--- src/rtl/serial_frame_tx_pkg.sv ---
// Shared types and helpers for the framed serial transmitter.
package serial_frame_tx_pkg;

   typedef enum logic [2:0] {
      IDLE,
      START,
      DATA,
      PARITY,
      STOP
   } tx_state_t;

   // Counter width that stays at least one bit wide for degenerate counts.
   function automatic int min1_clog2(input int n);
      return (n <= 1) ? 1 : $clog2(n);
   endfunction

endpackage

--- src/rtl/serial_frame_tx_piso_shifter.sv ---
// Parallel-load shift register feeding the transmitter one bit at a time.
module tx_piso_shifter #(
   parameter int WIDTH     = 8,
   parameter int LSB_FIRST = 1
) (
   input  logic             clock,
   input  logic             preset_L,
   input  logic             load,
   input  logic             shift,
   input  logic [WIDTH-1:0] load_data,
   output logic             out_bit
);

   logic [WIDTH-1:0] sr_q;
   logic [WIDTH-1:0] sr_d;

   always_comb begin
      sr_d = sr_q;
      if (load) begin
         sr_d = load_data;
      end else if (shift) begin
         if (LSB_FIRST != 0) sr_d = {1'b0, sr_q[WIDTH-1:1]};
         else                sr_d = {sr_q[WIDTH-2:0], 1'b0};
      end
   end

   always_ff @(posedge clock or negedge preset_L) begin
      if (!preset_L) sr_q <= '0;
      else           sr_q <= sr_d;
   end

   assign out_bit = (LSB_FIRST != 0) ? sr_q[0] : sr_q[WIDTH-1];

endmodule

--- src/rtl/serial_frame_tx.sv ---
// Framed serial transmitter: start bit, data bits, optional even parity, stop bit.
// Handshake: a word is taken on any posedge where valid and ready are both high.
module serial_frame_tx
   import serial_frame_tx_pkg::*;
#(
   parameter int WIDTH        = 8,
   parameter int CLKS_PER_BIT = 4,
   parameter int PARITY_EN    = 1,
   parameter int LSB_FIRST    = 1
) (
   input  logic             clock,
   input  logic             preset_L,
   input  logic [WIDTH-1:0] data,
   input  logic             valid,
   output logic             ready,
   output logic             serial_out,
   output logic             busy,
   output logic             done
);

   localparam int TW = min1_clog2(CLKS_PER_BIT);
   localparam int IW = min1_clog2(WIDTH);
   localparam logic [TW-1:0] T_LAST = TW'(CLKS_PER_BIT - 1);
   localparam logic [IW-1:0] I_LAST = IW'(WIDTH - 1);

   tx_state_t     state_q, state_d;
   logic [TW-1:0] timer_q, timer_d;
   logic [IW-1:0] idx_q, idx_d;
   logic          parity_q, parity_d;
   logic          serial_q, serial_d;
   logic          busy_q, busy_d;
   logic          done_q, done_d;
   logic          load, shift, shift_bit, slot_end;

   assign slot_end = (timer_q == T_LAST);

   tx_piso_shifter #(
      .WIDTH     (WIDTH),
      .LSB_FIRST (LSB_FIRST)
   ) u_shifter (
      .clock     (clock),
      .preset_L  (preset_L),
      .load      (load),
      .shift     (shift),
      .load_data (data),
      .out_bit   (shift_bit)
   );

   always_comb begin
      state_d  = state_q;
      timer_d  = timer_q;
      idx_d    = idx_q;
      parity_d = parity_q;
      serial_d = serial_q;
      busy_d   = busy_q;
      done_d   = 1'b0;
      load     = 1'b0;
      shift    = 1'b0;

      if (state_q != IDLE) timer_d = slot_end ? '0 : timer_q + TW'(1);

      case (state_q)
         IDLE: begin
            serial_d = 1'b1;
            if (valid) begin
               load     = 1'b1;
               parity_d = ^data;
               state_d  = START;
               serial_d = 1'b0;
               busy_d   = 1'b1;
               idx_d    = '0;
               timer_d  = '0;
            end
         end
         START: begin
            if (slot_end) begin
               // Present the current head bit and advance the shifter in the same edge.
               state_d  = DATA;
               serial_d = shift_bit;
               shift    = 1'b1;
            end
         end
         DATA: begin
            if (slot_end) begin
               if (idx_q == I_LAST) begin
                  idx_d = '0;
                  if (PARITY_EN != 0) begin
                     state_d  = PARITY;
                     serial_d = parity_q;
                  end else begin
                     state_d  = STOP;
                     serial_d = 1'b1;
                  end
               end else begin
                  idx_d    = idx_q + IW'(1);
                  serial_d = shift_bit;
                  shift    = 1'b1;
               end
            end
         end
         PARITY: begin
            if (slot_end) begin
               state_d  = STOP;
               serial_d = 1'b1;
            end
         end
         STOP: begin
            if (slot_end) begin
               state_d  = IDLE;
               serial_d = 1'b1;
               busy_d   = 1'b0;
               done_d   = 1'b1;
            end
         end
         default: begin
            state_d  = IDLE;
            serial_d = 1'b1;
            busy_d   = 1'b0;
         end
      endcase
   end

   always_ff @(posedge clock or negedge preset_L) begin
      if (!preset_L) begin
         state_q  <= IDLE;
         timer_q  <= '0;
         idx_q    <= '0;
         parity_q <= 1'b0;
         serial_q <= 1'b1;
         busy_q   <= 1'b0;
         done_q   <= 1'b0;
      end else begin
         state_q  <= state_d;
         timer_q  <= timer_d;
         idx_q    <= idx_d;
         parity_q <= parity_d;
         serial_q <= serial_d;
         busy_q   <= busy_d;
         done_q   <= done_d;
      end
   end

   assign ready      = (state_q == IDLE);
   assign serial_out = serial_q;
   assign busy       = busy_q;
   assign done       = done_q;

endmodule

--- config.mk ---
export PLATFORM = sky130hd
export DESIGN_NAME = serial_frame_tx
export DESIGN_NICKNAME = d
export VERILOG_FILES = /design/src/rtl/serial_frame_tx_pkg.sv /design/src/rtl/serial_frame_tx_piso_shifter.sv /design/src/rtl/serial_frame_tx.sv
export SDC_FILE = /design/constraint.sdc
export NUM_CORES = 1
export LEC_CHECK = 0
export ABC_AREA = 1
export BUFFER_PORTS_ARGS = -buffer_cell sky130_fd_sc_hd__buf_4
export CAP_MARGIN = 20
export CORE_ASPECT_RATIO = 2
export CORE_MARGIN = 3
export CORE_UTILIZATION = 45
export CTS_CLUSTER_DIAMETER = 150
export DETAILED_ROUTE_END_ITERATION = 10
export PLACE_DENSITY = 0.69
export SLEW_MARGIN = 0
export SYNTH_ARGS = -nofsm -noshare
export SYNTH_HDL_FRONTEND = slang
export SYNTH_SLANG_ARGS = --single-unit
--- constraint.sdc ---
create_clock -name clock -period 1.7 [get_ports clock]
set_input_delay 0.085 -clock clock [delete_from_list [all_inputs] [get_ports clock]]
set_output_delay 0.085 -clock clock [all_outputs]
set_load 0.02 [all_outputs]
==> results of run 1 <==
[how the worst min path moves through the flow]
| stage | from | endpoint | cells past startpoint | slack [ps] |
|---|---|---|---|---|
| after floorplan | preset_L | busy | 0 | -210 |
| after global placement | preset_L | u_shifter.sr_q[1] | 1 | -20 |
| after detailed placement | preset_L | timer_q[1] | 1 | -20 |
| after CTS | data[7] | u_shifter.sr_q[7] | 3 | 70 |
| after global routing | data[7] | u_shifter.sr_q[7] | 3 | 80 |
| final | data[7] | u_shifter.sr_q[7] | 3 | 70 |
[power by group]
part	leakage [nW]	internal, mW	switching (mW)	total [mW]
sequential	0.256	0.678	0.132	0.809
combinational	0.520	0.465	0.816	1.28
clock	0.0288	0.206	0.154	0.360
total	0.804	1.35	1.10	2.45
[logic make-up (layout without fill, tap and decap cells)]
kind of cell,after synthesis,in the layout,synth area share (%)
buffers and inverters,35,52,12.1
xor gates and xnor gates,1,1,0.687
DFF,20,20,39.4
AOI/OAI and AO/OA,27,27,13.7
and+or+nand+nor,87,87,31.2
adders and majority gates,3,3,2.94
[through the flow]
stage,hold WS (ps),power (mW),instances,util (%),setup WS (ps)
after CTS,69.3,2.48,218,55.1,206
after global placement,-22.6,2.09,213,52.7,235
after global routing,77.5,2.69,218,55.1,96.3
final,69.1,2.45,218,55.1,221
after detailed placement,-19.8,2.11,213,52.7,223
after floorplan,-211,1.88,173,-,334
[cell type report]
| class | instances | share of cell area, % |
|---|---|---|
| tap | 28 | 2.41 |
| sequential | 20 | 34.5 |
| multi-input combinational | 118 | 42.6 |
| timing repair buffer | 15 | 7.92 |
| inverter | 33 | 8.70 |
| clock buffer | 4 | 3.79 |
[repair_timing]
action | CTS | global route
hold endpoints to repair | 20 | 0
setup endpoints to repair | 0 | 0
setup buffers | 0 | 0
hold buffers | 1 | 0
[per-layer routing]
metal	track usage (%)	wire, µm	vias up	part of all wire, %
li1	-	-	566	-
met1	14.6	878	515	38
met2	31.0	1330	21	57
met3	2.00	76	4	3.3
met4	7.25	40	0	1.7
met5	0	0	-	0
[worst reg2reg max path: stages (launching register included)]
cell and delay, ps:
dfrtp_1 450, nor2_4 180, nand2_4 100, nor2_8 220, inv_4 80, nand3_4 210
nand2_1 110, o21ai_2 60
[state kept, by name, indices dropped and copies added (netlist names)]
| signal | cells |
|---|---|
| state_q | 3 |
| busy | 1 |
| serial_out | 1 |
| timer_q | 2 |
| u_shifter.sr_q | 8 |
| parity_q | 1 |
| done | 1 |
| idx_q | 3 |
[cells in the mapped netlist (2+ instances only)]
cell type / count
nor2_1: 8
inv_2: 2
o21ai_2: 10
a21oi_1: 3
nand2_2: 4
nand3_1: 8
inv_1: 30
dfrtp_1: 19
ha_1: 3
o21ai_0: 13
nand2_1: 61
==> metrics.md, run 1 <==
| Metric | Value |
|---|---|
| Run status | complete, no violations |
| Slowest cell on the critical path | dfrtp_1 |
| Commonest non-fill, non-tap cell in the layout | nand2_1 |
| Starting Density | 48.4% |
| Final Cell Area | 1450 µm² |
| Root Buffer | clkbuf_8 |
| DP Area | 1390 µm² |
| Crit path cell chain | nor2_4 > nand2_4 > nor2_8 > inv_4 > nand3_4 > nand2_1 > o21ai_2 |
| Final WL | 2330 µm |
| CTS tree | yes |
| Post-synthesis cell count | 173 |
| First-pass GRT wire length | 4280 µm |
| Post-synthesis sequential area ratio | 39.4% |
| Register area | 502 µm² |
| Die Wd | 43.6 µm |
| Post-CTS sizing | 0 |
| Num ports | 15 |
| Fraction of registers with async set/reset | 100% |
| Arrival time of the worst setup path | 1670 ps |
| Setup crit end | u_shifter.sr_q[4] |
| Clock latency on the worst-skew pair | 260 ps |
| TritonCTS Buffers | 3 |
| Clk pin slew, worst setup/hold paths | 70 ps |
| DRC Markers | 0 |
| Req. time, crit path | 1890 ps |
| First-pass DRT Iterations | 4 |
| R2R cell count | 7 |
| H-tree levels | 1 |
| Most used flip-flop cell after synthesis | dfrtp_1 |
| Post-Route Setup TNS | 0 ps |
| Top delay family on crit path | simple AND/OR/NAND/NOR gates |
| CP Depth | 7 |
| Syn_nets | 187 |
| Min-delay worst type | in -> reg |
| Fillers | 257 |
| Routed Antenna Nets | 0 |
| Reg2Reg Launch Point | state_q[0] |
| Fin. Hold Viols | 0 |
| Worst Setup Start Kind | register |
| R2R Setup Slk | 220 ps |
| Die Height | 81.3 µm |
| Buffers on Ports | 14 |
| Skew final | 2.97 ps |
| Pin count of the biggest net entering global routing | 21 |
| Mean Syn Cell Area | 7.37 µm² |
| Die ar. | 3550 µm² |
| Via count | 1106 |
| Routed wire length per instance | 10.7 µm |
| Buf+Inv Stages, Crit Path | 1 |
| Worst slew margin | 83.1% |
| Pleak | 0.804 nW |
| GR Overflow Total | 0 |
| Initial antenna violation count | 0 |
| P&R area growth vs syn | 13.9% |
| Distinct cells, synth | 23 |
| Crit path from | state_q[0] |
| Endpoint class of the critical path | register |
| Final Setup Violations | 0 |
| Sink Count | 20 |
| Achievable Freq | 0.676 GHz |
| CP Max Fanout | 17 |
| Synth area leader | dfrtp_1 |
| Fin crit share | 87.0% |
| Synth area leaders | dfrtp_1 (37%), nand2_1 (18%), inv_1 (8.8%) |
| Peak supply drop | 0.000682 V |
| Gr usage total | 15.6% |
| Slew @ Worst Pin | 250 ps |
| Rows | 26 |
| Synthesis Warnings | 0 |
| RSZ-0062 raised after global routing | false |
| DR vias/cell | 5.07 |
| Crit Reg-Reg Endpoint | u_shifter.sr_q[4] |
| Synth Cell Area | 1270 µm² |
| EDFF count, synth | 0 |
| Slowest cell delay on critical path | 450 ps |
| Antenna Diode Count | 0 |
| Kind of critical path | reg -> reg |
| Max cap viols | 0 |
| PD cells | 1690 nW/µm² |
| Routability cong. | 0.893 |
| Multi-input logic area | 619 µm² |
| Yosys top cell area share | 37.3% |
| Vias in the first global route | 1099 |
| 1st-iter DRT viols | 22 |
| Core area | 2640 µm² |
| Min cycle time layout | 1480 ps |
| Max-slew violation count | 0 |
| Yosys reg bits | 20 |
| Final #Nets | 205 |
| Most frequent cells in the layout | nand2_1 (61), inv_1 (30), dfrtp_1 (19), buf_4 (14), o21ai_0 (13) |
| Share of cells above drive strength 1 | 21.1% |
| Longest Clk Path Bufs | 2 |
| HPWL after DPL | 1900 µm |
Power figures use the tool's default switching activity.
==> run 2: changes to the inputs <==
--- a/config.mk
+++ b/config.mk
@@ -8,12 +8,14 @@
 export ABC_AREA = 1
 export BUFFER_PORTS_ARGS = -buffer_cell sky130_fd_sc_hd__buf_4
 export CAP_MARGIN = 20
+export CELL_PAD_IN_SITES_DETAIL_PLACEMENT = 0
+export CELL_PAD_IN_SITES_GLOBAL_PLACEMENT = 1
 export CORE_ASPECT_RATIO = 2
 export CORE_MARGIN = 3
-export CORE_UTILIZATION = 45
+export CORE_UTILIZATION = 41
 export CTS_CLUSTER_DIAMETER = 150
 export DETAILED_ROUTE_END_ITERATION = 10
-export PLACE_DENSITY = 0.69
+export PLACE_DENSITY = 0.82
 export SLEW_MARGIN = 0
 export SYNTH_ARGS = -nofsm -noshare
 export SYNTH_HDL_FRONTEND = slang
==> run 2 against run 1 <==
- critical path depth did not move
- routed wire length rose by 4.7%
- sequential cell count did not move
- global-route usage fell by 0.52 points
- design area fell by 0.52%
- clock skew rose by 4.7 ps
- core utilization fell by 6.6 points
- clock power fell by 13%
- worst hold slack improved by 11 ps
- sequential power barely moved
- fmax fell by 2.4%
==> metrics.md, run 2 (synthesized netlist as in run 1, its figures left out) <==
| Metric | Value |
|---|---|
| Run status | complete, no violations |
| Clk pin slew, worst setup/hold paths | 70 ps (about the same) |
| First-pass GRT wire length | 4500 µm (+5.1%) |
| Final Cell Area | 1450 µm² (-0.52%) |
| Gr usage total | 15.1% (-0.52 points) |
| DRC Markers | 0 (unchanged) |
| CP Max Fanout | 17 (unchanged) |
| Min-delay worst type | in -> reg |
| Share of cells above drive strength 1 | 20.5% (-0.53 points) |
| Req. time, crit path | 1880 ps (about the same) |
| Sink Count | 20 (unchanged) |
| Post-Route Setup TNS | 0 ps (unchanged) |
| Max reg flops | 8 (unchanged) |
| Die Height | 84.9 µm (+4.4%) |
| Pin count of the biggest net entering global routing | 21 (unchanged) |
| Worst hold path startpoint | data[7] |
| Via count | 1110 (+0.36%) |
| Clock latency on the worst-skew pair | 250 ps (about the same) |
| Antenna Diode Count | 0 (unchanged) |
| Peak supply drop | 0.000657 V (-3.6%) |
| Skew final | 7.67 ps (+4.70 ps) |
| Worst hold path depth | 3 (unchanged) |
| Achievable Freq | 0.660 GHz (-2.4%) |
| Max cap viols | 0 (unchanged) |
| RSZ-0062 raised after global routing | false |
| Hold worst-path end | u_shifter.sr_q[7] |
| Routed Antenna Nets | 0 (unchanged) |
| Crit Reg-Reg Endpoint | u_shifter.sr_q[3] |
| Worst slack, placed | 197 ps (-25.6 ps) |
| Fin crit share | 89.1% (+2.1 points) |
| Reg2Reg Launch Point | state_q[0] |
| Post-layout util | 48.5% (-6.6 points) |
| Endpoint class of the critical path | register |
| DR vias/cell | 5.05 (-0.55%) |
| Min cycle time layout | 1510 ps (+35.8 ps) |
| R2R cell count | 7 (unchanged) |
| Pleak | 0.798 nW (-0.75%) |
| Rows | 28 (+7.7%) |
| GR Overflow Total | 0 (unchanged) |
| Kind of critical path | reg -> reg |
| Die Wd | 45.4 µm (+4.1%) |
| Routed wire length per instance | 11.1 µm (+3.8%) |
| First-pass DRT Iterations | 4 (unchanged) |
| Longest Clk Path Bufs | 2 (unchanged) |
| R2R Setup Slk | 190 ps (-40 ps) |
| Final #Nets | 205 (unchanged) |
| Fillers | 295 (+15%) |
| Final Setup Violations | 0 (unchanged) |
| Routability cong. | 0.838 (-6.2%) |
| Core area | 2980 µm² (+13%) |
| H-tree levels | 1 (unchanged) |
| DP Area | 1390 µm² (+0.18%) |
| Starting Density | 42.8% (-5.6 points) |
| P&R area growth vs syn | 13.3% |
| Num ports | 15 (unchanged) |
| Buffers on Ports | 14 (unchanged) |
| PD cells | 1670 nW/µm² (-1.0%) |
| Biggest regs | u_shifter.sr_q x8, idx_q x3, state_q x3 |
| CTS tree | yes |
| Vias in the first global route | 1103 (+0.36%) |
| Die ar. | 3860 µm² (+8.7%) |
| 1st-iter DRT viols | 22 (unchanged) |
| Root Buffer | clkbuf_8 |
| Worst slew margin | 82.9% (-0.19 points) |
| Slew @ Worst Pin | 256 ps (+5.42 ps) |
| Worst Setup Start Kind | register |
| Fin. Hold Viols | 0 (unchanged) |
| Final worst setup slack | 185 ps (-35.8 ps) |
| TritonCTS Buffers | 3 (unchanged) |
| Initial antenna violation count | 0 (unchanged) |
| Setup bufs post-CTS | 0 (unchanged) |
| Commonest non-fill, non-tap cell in the layout | nand2_1 |
| Max-slew violation count | 0 (unchanged) |
| Top reg by flops | u_shifter.sr_q |
| Most frequent cells in the layout | nand2_1 (61), inv_1 (30), dfrtp_1 (19), buf_4 (14), o21ai_0 (13) |
| Final WL | 2440 µm (+4.7%) |
| Arrival time of the worst setup path | 1700 ps (+30 ps) |
| HPWL after DPL | 1980 µm (+4.2%) |
## run 2: cell count changes in the layout (fill, tap and decap cells not counted)
cell	change
clkbuf_1	+1
clkbuf_8	-1
## run 2: how the worst max path moves through the flow
stage | start | endpoint | slack (ps) | depth (start not counted)
floorplan | state_q[0] | state_q[0] | 330 | 8
global placement | state_q[0] | u_shifter.sr_q[3] | 220 | 7
detailed placement | state_q[0] | u_shifter.sr_q[3] | 200 | 7
CTS | state_q[0] | u_shifter.sr_q[3] | 180 | 7
global route | state_q[0] | u_shifter.sr_q[2] | 70 | 7
finish | state_q[0] | u_shifter.sr_q[3] | 190 | 7
## run 2: timing repair
item	CTS	global route
resized for setup	0	0
hold buffers	1	0
endpoints found under the hold margin	20	0
## run 2: area by class of cell
cell class / count / area [µm²] / area share, %
Clock buffer: 4 / 45.0 / 3.12
Inverter: 33 / 126 / 8.74
Sequential cell: 20 / 502 / 34.7
Tap cell: 30 / 37.5 / 2.60
Timing Repair Buffer: 15 / 115 / 7.97
Multi-Input combinational cell: 118 / 619 / 42.9
## run 2: critical path, stage by stage, from the launching register on
cell and delay [ps]:
dfrtp_1 460, nor2_4 190, nand2_4 100, nor2_8 220
inv_4 80, nand3_4 210, nand2_1 100, o21ai_2 70
## run 2: through the flow
step | hold slack [ps] | cells | power (mW)
2_1_floorplan | -211 | 173 | 1.88
6_report | 80.2 | 220 | 2.41
3_5_place_dp | -20.7 | 215 | 2.11
3_3_place_gp | -25.3 | 215 | 2.09
4_1_cts | 76.5 | 220 | 2.44
5_1_grt | 95.1 | 220 | 2.66
## run 2: layer usage
layer	track usage (%)	vias up	wire, µm
li1	-	568	-
met1	15.7	519	892
met2	28.0	21	1450
met3	1.27	2	66
met4	6.67	0	21
met5	0	-	0
## run 2: power breakdown
group          total [mW]  internal [mW]  switching [mW]
Sequential          0.811          0.677           0.134
Clock               0.313          0.166           0.147
Combinational        1.29          0.465           0.824
Total                2.41           1.31            1.10
